===== config.mk =====
export PLATFORM = sky130hd
export DESIGN_NAME = mem_arbiter_flat
export DESIGN_NICKNAME = d
export VERILOG_FILES = /design/src/rtl/mem_arb_pkg.sv /design/src/rtl/mem_arb_if.sv /design/src/rtl/mem_arbiter_rr_pick.sv /design/src/rtl/mem_arbiter.sv /design/src/flat_wrapper.sv
export SDC_FILE = /design/constraint.sdc
export NUM_CORES = 1
export LEC_CHECK = 0
export CORE_AREA = 5 5 143 145
export CTS_CLUSTER_SIZE = 10
export DETAILED_ROUTE_END_ITERATION = 10
export DIE_AREA = 0 0 148 150
export DONT_BUFFER_PORTS = 1
export PLACE_DENSITY_LB_ADDON = 0.2
export RECOVER_POWER = 100
export SLEW_MARGIN = 5
export SYNTH_ARGS = -nofsm -noshare
export SYNTH_HDL_FRONTEND = slang
export SYNTH_SLANG_ARGS = --single-unit
export TNS_END_PERCENT = 10

===== constraint.sdc =====
create_clock -name clk -period 2.1 [get_ports clk]
set_input_delay 0.42 -clock clk [delete_from_list [all_inputs] [get_ports clk]]
set_output_delay 0.42 -clock clk [all_outputs]
set_load 0.02 [all_outputs]

===== src/rtl/mem_arb_pkg.sv =====
// Shared types and constants for the three-port memory arbiter.
// Requester 0 is controller fetch, 1 controller data, 2 external loader.
package mem_arb_pkg;

    localparam int NREQ = 3;

    localparam int REQ_FETCH = 0;
    localparam int REQ_DATA  = 1;
    localparam int REQ_LOAD  = 2;

    localparam int DEF_AW        = 8;
    localparam int DEF_DW        = 32;
    localparam int DEF_MAX_BURST = 16;

    typedef enum logic [2:0] {
        IDLE,
        ISSUE,
        CAPTURE,
        DONE,
        LOCKED
    } state_t;

    // One-hot (3 bits) to index; only meaningful for one-hot input.
    function automatic logic [1:0] oh2idx(input logic [NREQ-1:0] v);
        return {v[2], v[1]};
    endfunction

endpackage


===== src/rtl/mem_arb_if.sv =====
// Requester and memory-port bundle of the memory arbiter.
// slave is the arbiter's view, master the requesters'/memory's view.
interface mem_arb_if
    import mem_arb_pkg::*;
#(
    parameter int AW = DEF_AW,
    parameter int DW = DEF_DW
);
    logic [NREQ-1:0]    req;
    logic [NREQ-1:0]    lock;
    logic [NREQ-1:0]    rw;
    logic [NREQ*AW-1:0] req_addr;
    logic [NREQ*DW-1:0] req_wdata;
    logic [NREQ-1:0]    gnt;
    logic [NREQ-1:0]    ack;
    logic [DW-1:0]      rdata;
    logic [AW-1:0]      mem_addr;
    logic [DW-1:0]      mem_wdata;
    logic               mem_rw;
    logic [DW-1:0]      mem_rdata;
    logic               busy;

    modport slave (
        input  req, lock, rw, req_addr, req_wdata, mem_rdata,
        output gnt, ack, rdata, mem_addr, mem_wdata, mem_rw, busy
    );

    modport master (
        output req, lock, rw, req_addr, req_wdata, mem_rdata,
        input  gnt, ack, rdata, mem_addr, mem_wdata, mem_rw, busy
    );

endinterface


===== src/rtl/mem_arbiter_rr_pick.sv =====
// Combinational 3-way round-robin picker: first unmasked
// requester at or after ptr wins; output is one-hot.
module rr_pick
    import mem_arb_pkg::*;
(
    input  logic [NREQ-1:0] req,
    input  logic [1:0]      ptr,
    input  logic [NREQ-1:0] mask,
    output logic [NREQ-1:0] win
);
    logic [NREQ-1:0] r;

    assign r = req & ~mask;

    always_comb begin
        win = '0;
        unique case (ptr)
            2'd1: begin
                if (r[1])      win = 3'b010;
                else if (r[2]) win = 3'b100;
                else if (r[0]) win = 3'b001;
            end
            2'd2: begin
                if (r[2])      win = 3'b100;
                else if (r[0]) win = 3'b001;
                else if (r[1]) win = 3'b010;
            end
            default: begin
                if (r[0])      win = 3'b001;
                else if (r[1]) win = 3'b010;
                else if (r[2]) win = 3'b100;
            end
        endcase
    end

endmodule


===== src/rtl/mem_arbiter.sv =====
// Round-robin arbiter granting one of three requesters a
// single-port memory, with optional locked bursts per grant.
module mem_arbiter
    import mem_arb_pkg::*;
#(
    parameter int AW        = DEF_AW,
    parameter int DW        = DEF_DW,
    parameter int MAX_BURST = DEF_MAX_BURST
) (
    input  logic     clk,
    input  logic     rst,
    mem_arb_if.slave bus
);
    localparam int BW = $clog2(MAX_BURST + 1);

    state_t          state, nxt;
    logic [NREQ-1:0] gnt_q, win, ack_c;
    logic [1:0]      own, ptr, sidx;
    logic [BW-1:0]   burst;
    logic [AW-1:0]   lat_addr;
    logic [DW-1:0]   lat_wdata, rdata_q;
    logic            lat_rw, mem_rw_c;
    logic            keep, take, rel;

    rr_pick u_pick (
        .req  (bus.req),
        .ptr  (ptr),
        .mask (ack_c),
        .win  (win)
    );

    // burst counts transactions of this grant, the first included
    assign keep = bus.lock[own] && (burst < BW'(MAX_BURST));
    assign take = (state == IDLE && |win)
               || (state == LOCKED && bus.req[own]);
    assign rel  = (state == DONE && !keep)
               || (state == LOCKED && !bus.req[own] && !bus.lock[own]);
    assign sidx = (state == IDLE) ? oh2idx(win) : own;

    always_ff @(posedge clk) begin
        if (rst) state <= IDLE;
        else     state <= nxt;
    end

    always_comb begin
        nxt = state;
        unique case (state)
            IDLE:    if (|win) nxt = ISSUE;
            ISSUE:   nxt = CAPTURE;
            CAPTURE: nxt = DONE;
            DONE:    nxt = keep ? LOCKED : IDLE;
            LOCKED: begin
                if (bus.req[own])       nxt = ISSUE;
                else if (!bus.lock[own]) nxt = IDLE;
            end
            default: nxt = IDLE;
        endcase
    end

    always_ff @(posedge clk) begin
        if (rst) begin
            gnt_q     <= '0;
            own       <= 2'd0;
            ptr       <= 2'd0;
            burst     <= '0;
            lat_addr  <= '0;
            lat_wdata <= '0;
            lat_rw    <= 1'b0;
            rdata_q   <= '0;
        end else begin
            if (take) begin
                lat_addr  <= bus.req_addr[int'(sidx)*AW +: AW];
                lat_wdata <= bus.req_wdata[int'(sidx)*DW +: DW];
                lat_rw    <= bus.rw[sidx];
            end
            if (state == IDLE && |win) begin
                gnt_q <= win;
                own   <= oh2idx(win);
                burst <= BW'(1);
            end else if (state == LOCKED && bus.req[own]
                         && burst < BW'(MAX_BURST)) begin
                burst <= burst + 1'b1;
            end
            if (state == CAPTURE && !lat_rw) rdata_q <= bus.mem_rdata;
            if (rel) begin
                gnt_q <= '0;
                ptr   <= (own == 2'd2) ? 2'd0 : own + 2'd1;
                burst <= '0;
            end
        end
    end

    always_comb begin
        ack_c    = '0;
        mem_rw_c = 1'b0;
        unique case (state)
            ISSUE:   mem_rw_c = lat_rw;
            DONE:    ack_c    = gnt_q;
            default: ;
        endcase
    end

    assign bus.ack       = ack_c;
    assign bus.mem_rw    = mem_rw_c;
    assign bus.gnt       = gnt_q;
    assign bus.rdata     = rdata_q;
    assign bus.mem_addr  = lat_addr;
    assign bus.mem_wdata = lat_wdata;
    assign bus.busy      = (state != IDLE);

endmodule


===== src/flat_wrapper.sv =====
// flat-port wrapper written by rule: the top's interface ports become plain ports
module mem_arbiter_flat import mem_arb_pkg::*;
#(
    parameter int AW        = DEF_AW,
    parameter int DW        = DEF_DW,
    parameter int MAX_BURST = DEF_MAX_BURST
)
  (clk, rst, bus_req, bus_lock, bus_rw, bus_req_addr, bus_req_wdata, bus_mem_rdata, bus_gnt, bus_ack, bus_rdata, bus_mem_addr, bus_mem_wdata, bus_mem_rw, bus_busy);
  mem_arb_if #(.AW(AW), .DW(DW)) bus_i ();
  input  logic clk;
  input  logic rst;
  input wire logic [$bits(bus_i.req)-1:0] bus_req;
  input wire logic [$bits(bus_i.lock)-1:0] bus_lock;
  input wire logic [$bits(bus_i.rw)-1:0] bus_rw;
  input wire logic [$bits(bus_i.req_addr)-1:0] bus_req_addr;
  input wire logic [$bits(bus_i.req_wdata)-1:0] bus_req_wdata;
  input wire logic [$bits(bus_i.mem_rdata)-1:0] bus_mem_rdata;
  output wire logic [$bits(bus_i.gnt)-1:0] bus_gnt;
  output wire logic [$bits(bus_i.ack)-1:0] bus_ack;
  output wire logic [$bits(bus_i.rdata)-1:0] bus_rdata;
  output wire logic [$bits(bus_i.mem_addr)-1:0] bus_mem_addr;
  output wire logic [$bits(bus_i.mem_wdata)-1:0] bus_mem_wdata;
  output wire logic [$bits(bus_i.mem_rw)-1:0] bus_mem_rw;
  output wire logic [$bits(bus_i.busy)-1:0] bus_busy;
  assign bus_i.req = bus_req;
  assign bus_i.lock = bus_lock;
  assign bus_i.rw = bus_rw;
  assign bus_i.req_addr = bus_req_addr;
  assign bus_i.req_wdata = bus_req_wdata;
  assign bus_i.mem_rdata = bus_mem_rdata;
  assign bus_gnt = bus_i.gnt;
  assign bus_ack = bus_i.ack;
  assign bus_rdata = bus_i.rdata;
  assign bus_mem_addr = bus_i.mem_addr;
  assign bus_mem_wdata = bus_i.mem_wdata;
  assign bus_mem_rw = bus_i.mem_rw;
  assign bus_busy = bus_i.busy;
  mem_arbiter #(.AW(AW), .DW(DW), .MAX_BURST(MAX_BURST)) u_core (.clk(clk), .rst(rst), .bus(bus_i));
endmodule

Word level (Yosys, flattened, before mapping)
Index checks and enable logic that the tools add are counted. W data, S select, Z words.

Bits in latches: 0. Input bits: 163. Memories: 0. ROM bits: 0. Bits in writable memories: 0. Output and inout bits: 80. Logic and storage cells: 76. Register bits after elaboration: 88.

Add/subtract/negate cells: 2. Eq/ne operators: 9. Reductions and logical operators: 21. Multiply operators: 0. Order comparisons: 3. Shifts and indexed selects: 2. Divide/modulo/power cells: 0. Bitwise operators: 2. Mux-type cells: 27.

Operators with widths (count): $shiftx A96 B8 Y32 (1); $mux W3 (11); $shiftx A24 B6 Y8 (1); $pmux W3 S5 (1); $logic_and A1 B1 Y1 (8); $mux W2 (4); $mux W1 (7); $bmux W1 S2 (3); $eq A3 B2 Y1 const B (2); $lt A2 B3 Y1 const B (2); $pmux W3 S2 (1); $reduce_or A3 Y1 (2); $add A5 B1 Y5 const B (1); $lt A5 B5 Y1 const B (1); $eq A2 B2 Y1 const B (2); $logic_not A1 Y1 (4); $and A3 B3 Y3 (1); $eq A3 B1 Y1 const B (1); $eq A3 B3 Y1 const B (1); $logic_not A3 Y1 (1); $ne A3 B2 Y1 const B (1); $not A3 Y3 (1); $reduce_bool A3 Y1 (1); $add A2 B1 Y2 const B (1); other kinds (6) (7).

Longest topological paths before layout
Word-level depth: 11. Gate-level depth with buffers: 9. Depth with buffers taken out: 7.

By module
Synthesis repeated with hierarchy kept, for this count alone.

Cell total of the unflattened synthesis: 589. Area, all modules: 4817.1 sq um.

By module, submodules not included: mem_arbiter (seq. area each 1761.7 sq um, cells each 573, times used 1, area each 4685.7 sq um); rr_pick (seq. area each 0.0 sq um, cells each 16, times used 1, area each 131.4 sq um).

Worst setup path before layout
OpenSTA, ideal clock, no wires.

Path type: register -> register. Start: register u_core.ptr[0]. End: register u_core.lat_wdata[10], in the netlist u_core.bus.mem_wdata[10]. Data arrival time: 2.082 ns. Path slack: -0.069 ns. Data required time: 2.013 ns. Cell stages (with the launch flop): 10. Cell sequence: dfxtp_1 > inv_1 > ha_1 > clkbuf_1 > nor3_1 > a311oi_4 > a221oi_2 > buf_2 > a21oi_1 > o31ai_1.

Longest elaborated chain between the ends: 5.

Ends and longest elaborated chain: from (decl) (RTL line mem_arbiter.sv:18) `logic [1:0] own, ptr, sidx;`; from (signal assigned) (RTL line mem_arbiter.sv:87) `ptr <= (own == 2'd2) ? 2'd0 : own + 2'd1;`; $eq A2 B2 Y1 or $eq A2 B1 Y1 (tied branches) (RTL line mem_arbiter_rr_pick.sv:17) `unique case (ptr)`; $pmux W3 S2 (*) (RTL line mem_arbiter_rr_pick.sv:17); parallel branches: the longest is 3 deep, another holds $shiftx A96 B8 Y32; to (signal assigned) (RTL line mem_arbiter.sv:73) `lat_wdata <= bus.req_wdata[int'(sidx)*DW +: DW];`; to (decl) (RTL line mem_arbiter.sv:21) `logic [DW-1:0] lat_wdata, rdata_q;`.

Every way passes the cells marked *. A chain may end at the register's enable or synchronous reset.

Worst setup path in the final report
Start: register u_core.state[1]. End: register u_core.lat_wdata[12], in the netlist u_core.bus.mem_wdata[12].

Longest elaborated chain between the ends: 11.

Ends and longest elaborated chain: from (decl) (RTL line mem_arbiter.sv:16) `state_t state, nxt;`; from (signal assigned) (RTL line mem_arbiter.sv:42) `else state <= nxt;`; parallel branches: the longest is 11 deep, another holds $shiftx A96 B8 Y32.

Several ways; the timed one is not identified.

==> impl_metrics.json <==
{
  "fin_tns_setup_ns": 0,
  "worst_pin_slew_ns": 0.6536,
  "syn_nets": 985,
  "slowest_delay_ns": 0.56,
  "synth.ff_latch_count": 88,
  "drv_cap": 0,
  "post-route-period-util_pct": 99.44,
  "dpl.hpwl_mm": 15.51,
  "p_leak_uw": 0.002562,
  "skew_ns": 0.006202,
  "arrival_ns": 2.33,
  "cp-start-kind": "flop",
  "required_ns": 2.34,
  "rsz0062_at_grt": "yes",
  "synthToLayoutAreaGrowth_pct": 23.97,
  "power.density_mw_per_mm2": 854.9,
  "grt_pass1_vias": 5681,
  "io_pins": 243,
  "die-area_sq_mm": 0.02220,
  "grt_usage_pct": 18.80,
  "mostFrequentLayoutCells": "nand2_1 (113), o21ai_0 (86), dfxtp_1 (84)",
  "status": "completed",
  "clk_pin_slew_worst_paths_ns": 0.07,
  "regArea_sq_mm": 0.001774,
  "fin_util_pct": 36.28,
  "cp-startpoint": "u_core.state[1]$_SDFFE_PP0P_",
  "synth_async_sr_flop_share_pct": 0,
  "cp_slowest_cell": "or4b_4",
  "drive_gt1_share_pct": 17.07,
  "placementRows": 51,
  "syn_area_per_cell_sq_um": 6.818,
  "drc_errors": 0,
  "finalCriticalPeriod_ns": 2.088,
  "cts_tree": "done",
  "gr-total-overflow": 0,
  "cp_max_fo": 11,
  "drtPass1Iterations": 5,
  "cp_top_family": "simple AND/OR/NAND/NOR gates",
  "slew_headroom_pct": 56.43,
  "port_buffers": 0,
  "ys_warn_count": 0,
  "finalSetupViolCount": 0,
  "worst_setup_path_end_kind": "flop",
  "drt-vias-per-instance": 5.717,
  "post_drt_wl_per_cell_microns": 21.01,
  "fmax_mhz": 478.9,
  "holdCritStartpoint": "rst",
  "antenna_cells": 0,
  "critical_path_class": "reg -> reg",
  "hold_viol": 0,
  "fp.dieH_microns": 150,
  "place_congestion": 0.7941,
  "hold_depth": 1,
  "cts-hold-fix-buffers": 0,
  "drt_iter0_markers": 500,
  "grt_max_degree": 42,
  "hold_path.class": "in -> reg",
  "synthFlopType": "dfxtp_1",
  "min_to": "u_core.bus.rdata[13]$_SDFFE_PP0P_",
  "multiInputGateArea_sq_mm": 0.003570,
  "h-tree-depth": 3,
  "syn_area_sq_mm": 0.005584,
  "cts_root_buf": "clkbuf_16",
  "syn-instance-count": 819,
  "insertion_delay_ns": 0.35,
  "ys_types": 47,
  "clock_path_buffers": 2,
  "r2r_end": "u_core.bus.mem_wdata[12]$_SDFFE_PP0P_",
  "numCtsBuffers": 9,
  "yosysSeqAreaShare_pct": 31.55,
  "start_util_pct": 29.27,
  "maxSlewViolCount": 0,
  "ff2ff_setup_slack_ns": 0.01,
  "synth-edff-count": 0,
  "r2r_cells": 8,
  "vias": 6117,
  "reg2reg_from": "u_core.state[1]$_SDFFE_PP0P_",
  "coreArea_sq_mm": 0.01908,
  "crit_buf_inv": 3,
  "final_common_cell": "nand2_1",
  "fin_nets": 993,
  "clock-sinks": 88,
  "finalWirelength_mm": 22.48,
  "ant_nets": 0,
  "crit_chain": "or4b_4 > a311oi_4 > buf_4 > a221oi_4 > buf_12 > clkbuf_16 > a21oi_1 > o31ai_1",
  "num-fill-cells": 2024,
  "ir_drop_mv": 0.3769,
  "grt_pass1_wl_mm": 33.25,
  "antenna_found_initial": 0,
  "fp.dieW_microns": 148
}
## power breakdown
group	switching [uW]	internal, uW
clock	826	842
sequential	438	1910
combinational	1090	814
total	2360	3560
## synthesized netlist by cell type (20+ instances only)
library cell / n / share of area (%)
buf_2: 20 / 1.8
inv_1: 48 / 3.2
o21ai_0: 86 / 7.7
nand2_1: 114 / 7.7
o31ai_1: 40 / 5.4
nor2_1: 55 / 3.7
nor3_1: 47 / 4.2
dfxtp_1: 88 / 32
a21oi_1: 83 / 7.4
clkbuf_1: 58 / 3.9
nand3_1: 41 / 3.7
nand4_1: 40 / 4.5
a2bb2oi_1: 41 / 6.4
## routing by layer
layer | vias to the layer above | global-route usage, % | routed length [microns]
li1 | 2946 | - | -
met5 | - | 0 | 0
met3 | 29 | 5.784 | 1914
met1 | 2910 | 24.22 | 9334
met4 | 0 | 7.390 | 524
met2 | 232 | 29.44 | 10710
## per-stage QoR
stage	worst slack [ns]	std cells	instance area [sq um]	power, uW	hold slack [ns]
2_1_floorplan	-0.02663	819	5589	3517	0.4511
6_report	0.01185	1070	6923	5919	0.1234
3_5_place_dp	-0.05306	1042	6256	4133	0.4878
5_1_grt	-0.06608	1070	6923	6257	0.1070
4_1_cts	-0.01828	1065	6714	5879	0.1060
3_3_place_gp	0.001889	1042	6256	4114	0.4874
## timing repair
action                                 4_1_cts  5_1_grt
cloned                                       2        3
buffers inserted                             5        3
resized for setup                           18       44
endpoints found under the hold margin        0        0
setup endpoints to repair                   41       47
pin swaps                                   14       40
## state kept, by name, indices dropped and copies added (netlist names), 2 cells and up
register,flops
u_core.burst,5
u_core.ptr,2
u_core.bus.mem_addr,8
u_core.bus.rdata,32
u_core.bus.gnt,3
u_core.own,2
u_core.state,3
u_core.bus.mem_wdata,32
## final cells by class
| class | instances | area share (%) |
|---|---|---|
| tap | 238 | 4.301 |
| multi-input combinational | 600 | 51.56 |
| clock buffer | 9 | 3.253 |
| clock inverter | 7 | 1.012 |
| timing repair buffer | 79 | 11.55 |
| sequential | 88 | 25.63 |
| inverter | 49 | 2.693 |
## worst max-delay path by stage
stage	endpoint	slack [ns]	cells past startpoint
after global placement	u_core.bus.mem_wdata[30]$_SDFFE_PP0P_	0.002	8
after CTS	u_core.bus.mem_wdata[30]$_SDFFE_PP0P_	-0.02	7
after global routing	u_core.bus.mem_wdata[30]$_SDFFE_PP0P_	-0.07	9
after floorplan	u_core.bus.mem_wdata[10]$_SDFFE_PP0P_	-0.03	9
final	u_core.bus.mem_wdata[12]$_SDFFE_PP0P_	0.01	8
after detailed placement	u_core.bus.mem_wdata[7]$_SDFFE_PP0P_	-0.05	8
## cell families after synthesis
group | count (synthesis) | synth area share (%)
and+or+nand+nor | 320 | 26.91
AOI/OAI and AO/OA | 269 | 30.20
buffers and inverters | 131 | 9.321
DFF | 88 | 31.55
xor gates and xnor gates | 4 | 0.6273
muxes | 4 | 0.7170
adders and majority gates | 3 | 0.6723
No activity file was read; power rests on OpenSTA's default activity.
==> RTL change 1, RTL diff (same flow settings) <==
Change the package constant `NREQ` from 3 to 6.
--- a/src/rtl/mem_arb_pkg.sv
+++ b/src/rtl/mem_arb_pkg.sv
@@ -2,7 +2,7 @@
 // Requester 0 is controller fetch, 1 controller data, 2 external loader.
 package mem_arb_pkg;
 
-    localparam int NREQ = 3;
+    localparam int NREQ = 6;
 
     localparam int REQ_FETCH = 0;
     localparam int REQ_DATA  = 1;
Ports: changed (7 resized); port bits go from 243 to 378. The function was not compared with the original's and may differ.
==> RTL change 1 against the unedited design <==
The run now ends with negative setup slack left; total power decreased by 8.7%; critical path depth decreased by 2; area after synthesis decreased by 14%; cell count down 18%; first-iteration DRC count shrank 40%; sequential cell count unchanged; routed wire length decreased by 17%; synthesized cell count fell by 27%; worst setup slack got worse by 140 ps; utilization decreased by 1.2 points; final area down 3.3%; sequential share of layout area up 0.77 points.
==> RTL change 1: results (changes against the unedited design) <==
stage,metric,value,unit,change
status,status,"finished, violations left",,was completed
status,failed_checks,negative setup slack,,
final_layout,nMultiInputCombCells,442,,was 600
hold_path,whs_endpoint,u_core.state[1]$_SDFFE_PP0P_,,was u_core.bus.rdata[13]$_SDFFE_PP0P_
global_routing,groute.layer.met1.usage,16.9,%,was 24.2%
final_layout,multiInputGateArea,3260,um^2,was 3570 um^2
final_layout,layout-drive-gt1-share,27.7,%,was 17.1%
sta,setup_slack,-132,ps,was 11.9 ps
routing,route.met3.wl,1770,um,was 1910 um
routing,route.final.wire_length,18600,um,was 22500 um
final_layout,design.final.nets,927,,was 993
critical_path,timing.critical_path.arrival,2450,ps,was 2330 ps
critical_path,critical_path.reg2reg.endpoint,u_core.bus.mem_addr[3]$_SDFFE_PP0P_,,was u_core.bus.mem_wdata[12]$_SDFFE_PP0P_
final_layout,nonClkBufAreaFrac,15.5,%,was 11.5%
global_routing,grt_resource_usage_total,15.3,%,was 18.8%
power_and_ir_drop,p_leak,2.37,nW,was 2.56 nW
routing,highest_layer,met5,,was met4
logic_synthesis,yosysSeqAreaShare,36.5,%,was 31.5%
clocking,post_cts_resized,52,,was 18
power_and_ir_drop,power.ir.vdd_worst,0.285,mV,was 0.377 mV
routing,wl_met2,9280,um,was 10700 um
routing,detail_route.iter0.violations,299,,was 500
sta,worst_clock_skew,14.0,ps,was 6.20 ps
sta,setup_viol,40,,was 0
clocking,post_cts.repair.setup_buffers,2,,was 5
routing,drt_first_pass_iters,4,,was 5
critical_path,max_stage_delay,590,ps,was 560 ps
logic_synthesis,post_synth_mux_area_share,1.14,%,was 0.717%
global_routing,grt_start_max_net_pins,40,,was 42
logic_synthesis,synthAdderAreaFrac,0.778,%,was 0.672%
final_layout,fillers,1946,,was 2024
global_routing,grt_util_met2,26.7,%,was 29.4%
final_layout,number_of_clock_tree_buffers_in_the_layout,10,,was 9
## RTL change 1: cell types whose count changed in the layout (fill, tap and decap cells not counted), sizes merged, moves of 10 or more
cell,delta
a21oi,-41
a221oi,+80
a2bb2oi,-40
and2,+83
buf,+13
clkbuf,-10
inv,-45
nand3,-37
nand4,-39
nor2,-47
nor3,-40
o21ai,-82
## RTL change 1: power breakdown
part           total, mW  switching [mW]  internal [mW]
combinational       1.53           0.780          0.748
sequential          2.25           0.375           1.87
clock               1.63           0.681          0.946
total               5.40            1.84           3.57
## RTL change 1: worst max path at each step
stage	from	depth (start not counted)	to
after CTS	u_core.state[0]$_SDFFE_PP0P_	6	u_core.bus.mem_addr[3]$_SDFFE_PP0P_
after global placement	bus_req[1]	5	u_core.bus.mem_addr[7]$_SDFFE_PP0P_
after detailed placement	bus_req[1]	5	u_core.bus.mem_addr[7]$_SDFFE_PP0P_
after floorplan	u_core.ptr[0]$_SDFFE_PP0P_	9	u_core.bus.mem_addr[1]$_SDFFE_PP0P_
after global routing	u_core.state[1]$_SDFFE_PP0P_	8	u_core.bus.mem_addr[3]$_SDFFE_PP0P_
final	u_core.state[1]$_SDFFE_PP0P_	6	u_core.bus.mem_addr[3]$_SDFFE_PP0P_
## RTL change 1: through the flow
stage / utilization, % / power (mW) / area (um^2) / cells / hold slack [ps]
2_1_floorplan: - / 2.99 / 4860 / 601 / 449
3_3_place_gp: 28.7 / 3.40 / 5480 / 839 / 487
3_5_place_dp: 28.7 / 3.42 / 5480 / 839 / 499
4_1_cts: 32.6 / 5.30 / 6220 / 860 / 124
5_1_grt: 35.1 / 5.71 / 6690 / 875 / 133
6_report: 35.1 / 5.40 / 6690 / 875 / 154
==> RTL change 2, RTL diff (config.mk and constraints unchanged) <==
Made on the original files. Encoding of `state_t`: now Gray code (3 bits for 5 states).
--- a/src/rtl/mem_arb_pkg.sv
+++ b/src/rtl/mem_arb_pkg.sv
@@ -13,11 +13,11 @@
     localparam int DEF_MAX_BURST = 16;
 
     typedef enum logic [2:0] {
-        IDLE,
-        ISSUE,
-        CAPTURE,
-        DONE,
-        LOCKED
+        IDLE    = 3'b000,
+        ISSUE   = 3'b001,
+        CAPTURE = 3'b011,
+        DONE    = 3'b010,
+        LOCKED  = 3'b110
     } state_t;
 
     // One-hot (3 bits) to index; only meaningful for one-hot input.
Check against the original RTL: same outputs for any inputs over 4 cycles, from zero or initial values and one cycle with rst high; so few cycles prove little.
==> RTL change 2 against the unedited design <==
Final area down 23%; via count shrank 37%; clock skew increased by 2.7 ps; die area unchanged; total power grew 10%; combinational power up 16%; worst setup slack better by 77 ps; maximum frequency rose by 3.8%; routed wire length decreased by 34%; area after synthesis decreased by 23%; count of clock-buffer cells in the layout unchanged; sequential cell count is the same; critical path type unchanged; highest routed layer unchanged.
==> RTL change 2: results (changes against the unedited design) <==
stage,metric,value,unit,change
global_routing,grt_util_met2,21.7,%,was 29.4%
global_routing,groute.layer.met1.usage,13.8,%,was 24.2%
final_layout,clkCellAreaFrac,5.27,%,was 4.27%
logic_synthesis,synthTopCellsByCount,"117 x sky130_fd_sc_hd__nand2_1, 88 x sky130_fd_sc_hd__dfxtp_1, 55 x sky130_fd_sc_hd__a21oi_1, 41 x sky130_fd_sc_hd__o21ai_1, 31 x sky130_fd_sc_hd__a21oi_2",,"was 114 x sky130_fd_sc_hd__nand2_1, 88 x sky130_fd_sc_hd__dfxtp_1, 86 x sky130_fd_sc_hd__o21ai_0, 83 x sky130_fd_sc_hd__a21oi_1, 58 x sky130_fd_sc_hd__clkbuf_1"
logic_synthesis,synthAdderAreaFrac,0.869,%,was 0.672%
logic_synthesis,synth_compound_gate_area_share,32.3,%,was 30.2%
routing,detail_route.iter0.violations,163,,was 500
final_layout,proportion_of_cell_area_occupied_by_multi_input_gates,44.8,%,was 51.6%
power_and_ir_drop,clk_pwr,1.57,mW,was 1.67 mW
placed_design,dp_hpwl,10900,um,was 15500 um
power_and_ir_drop,swShare,41.0,%,was 39.8%
final_layout,fillers,2030,,was 2024
logic_synthesis,synthDistinctLibCells,56,,was 47
final_layout,nMultiInputCombCells,365,,was 600
routing,wl_met2,7240,um,was 10700 um
global_routing,grt_resource_usage_total,12.6,%,was 18.8%
placed_design,dp_cells,737,,was 1042
logic_synthesis,post_synth_mux_area_share,1.16,%,was 0.717%
logic_synthesis,mappedNetlistNets,670,,was 985
power_and_ir_drop,p_leak,1.72,nW,was 2.56 nW
status,status,completed,,unchanged
logic_synthesis,yosysSeqAreaShare,40.8,%,was 31.5%
final_layout,nonClkBufAreaFrac,10.2,%,was 11.5%
power_and_ir_drop,pwr-share-seq,42.2,%,was 39.6%
routing,vias_after_detailed_routing,3825,,was 6117
final_layout,repair_and_plain_buffers,50,,was 79
critical_path,max_stage_delay,390,ps,was 560 ps
critical_path,crit_path_max_fanout,9,,was 11
## RTL change 2: cell count changes after synthesis, sizes merged, moves of 39 or more
cell | before | now
a2bb2oi | 41 | 0
clkbuf | 58 | 13
inv | 48 | 9
nand4 | 40 | 1
nor2 | 55 | 15
nor3 | 48 | 3
o21ai | 87 | 45
o221ai | 0 | 40
o31ai | 40 | 1
## RTL change 2: worst register-to-register path: cells and delay by family (launching register included)
family,cells,cell delay [ps]
AO/OA/AOI/OAI,5,600
buffers and inverters,5,790
flip-flops,1,390
AND/OR/NAND/NOR,1,120
## RTL change 2: path summary, 6_finish.rpt
path	cells past startpoint	slack (ps)	to
worst max-delay path	11	90	u_core.bus.mem_wdata[30]$_SDFFE_PP0P_
worst max register to register	11	90	u_core.bus.mem_wdata[30]$_SDFFE_PP0P_
worst min-delay path	1	140	u_core.own[0]$_SDFFE_PP0P_
worst min register to register	2	510	u_core.burst[1]$_SDFFE_PP0P_
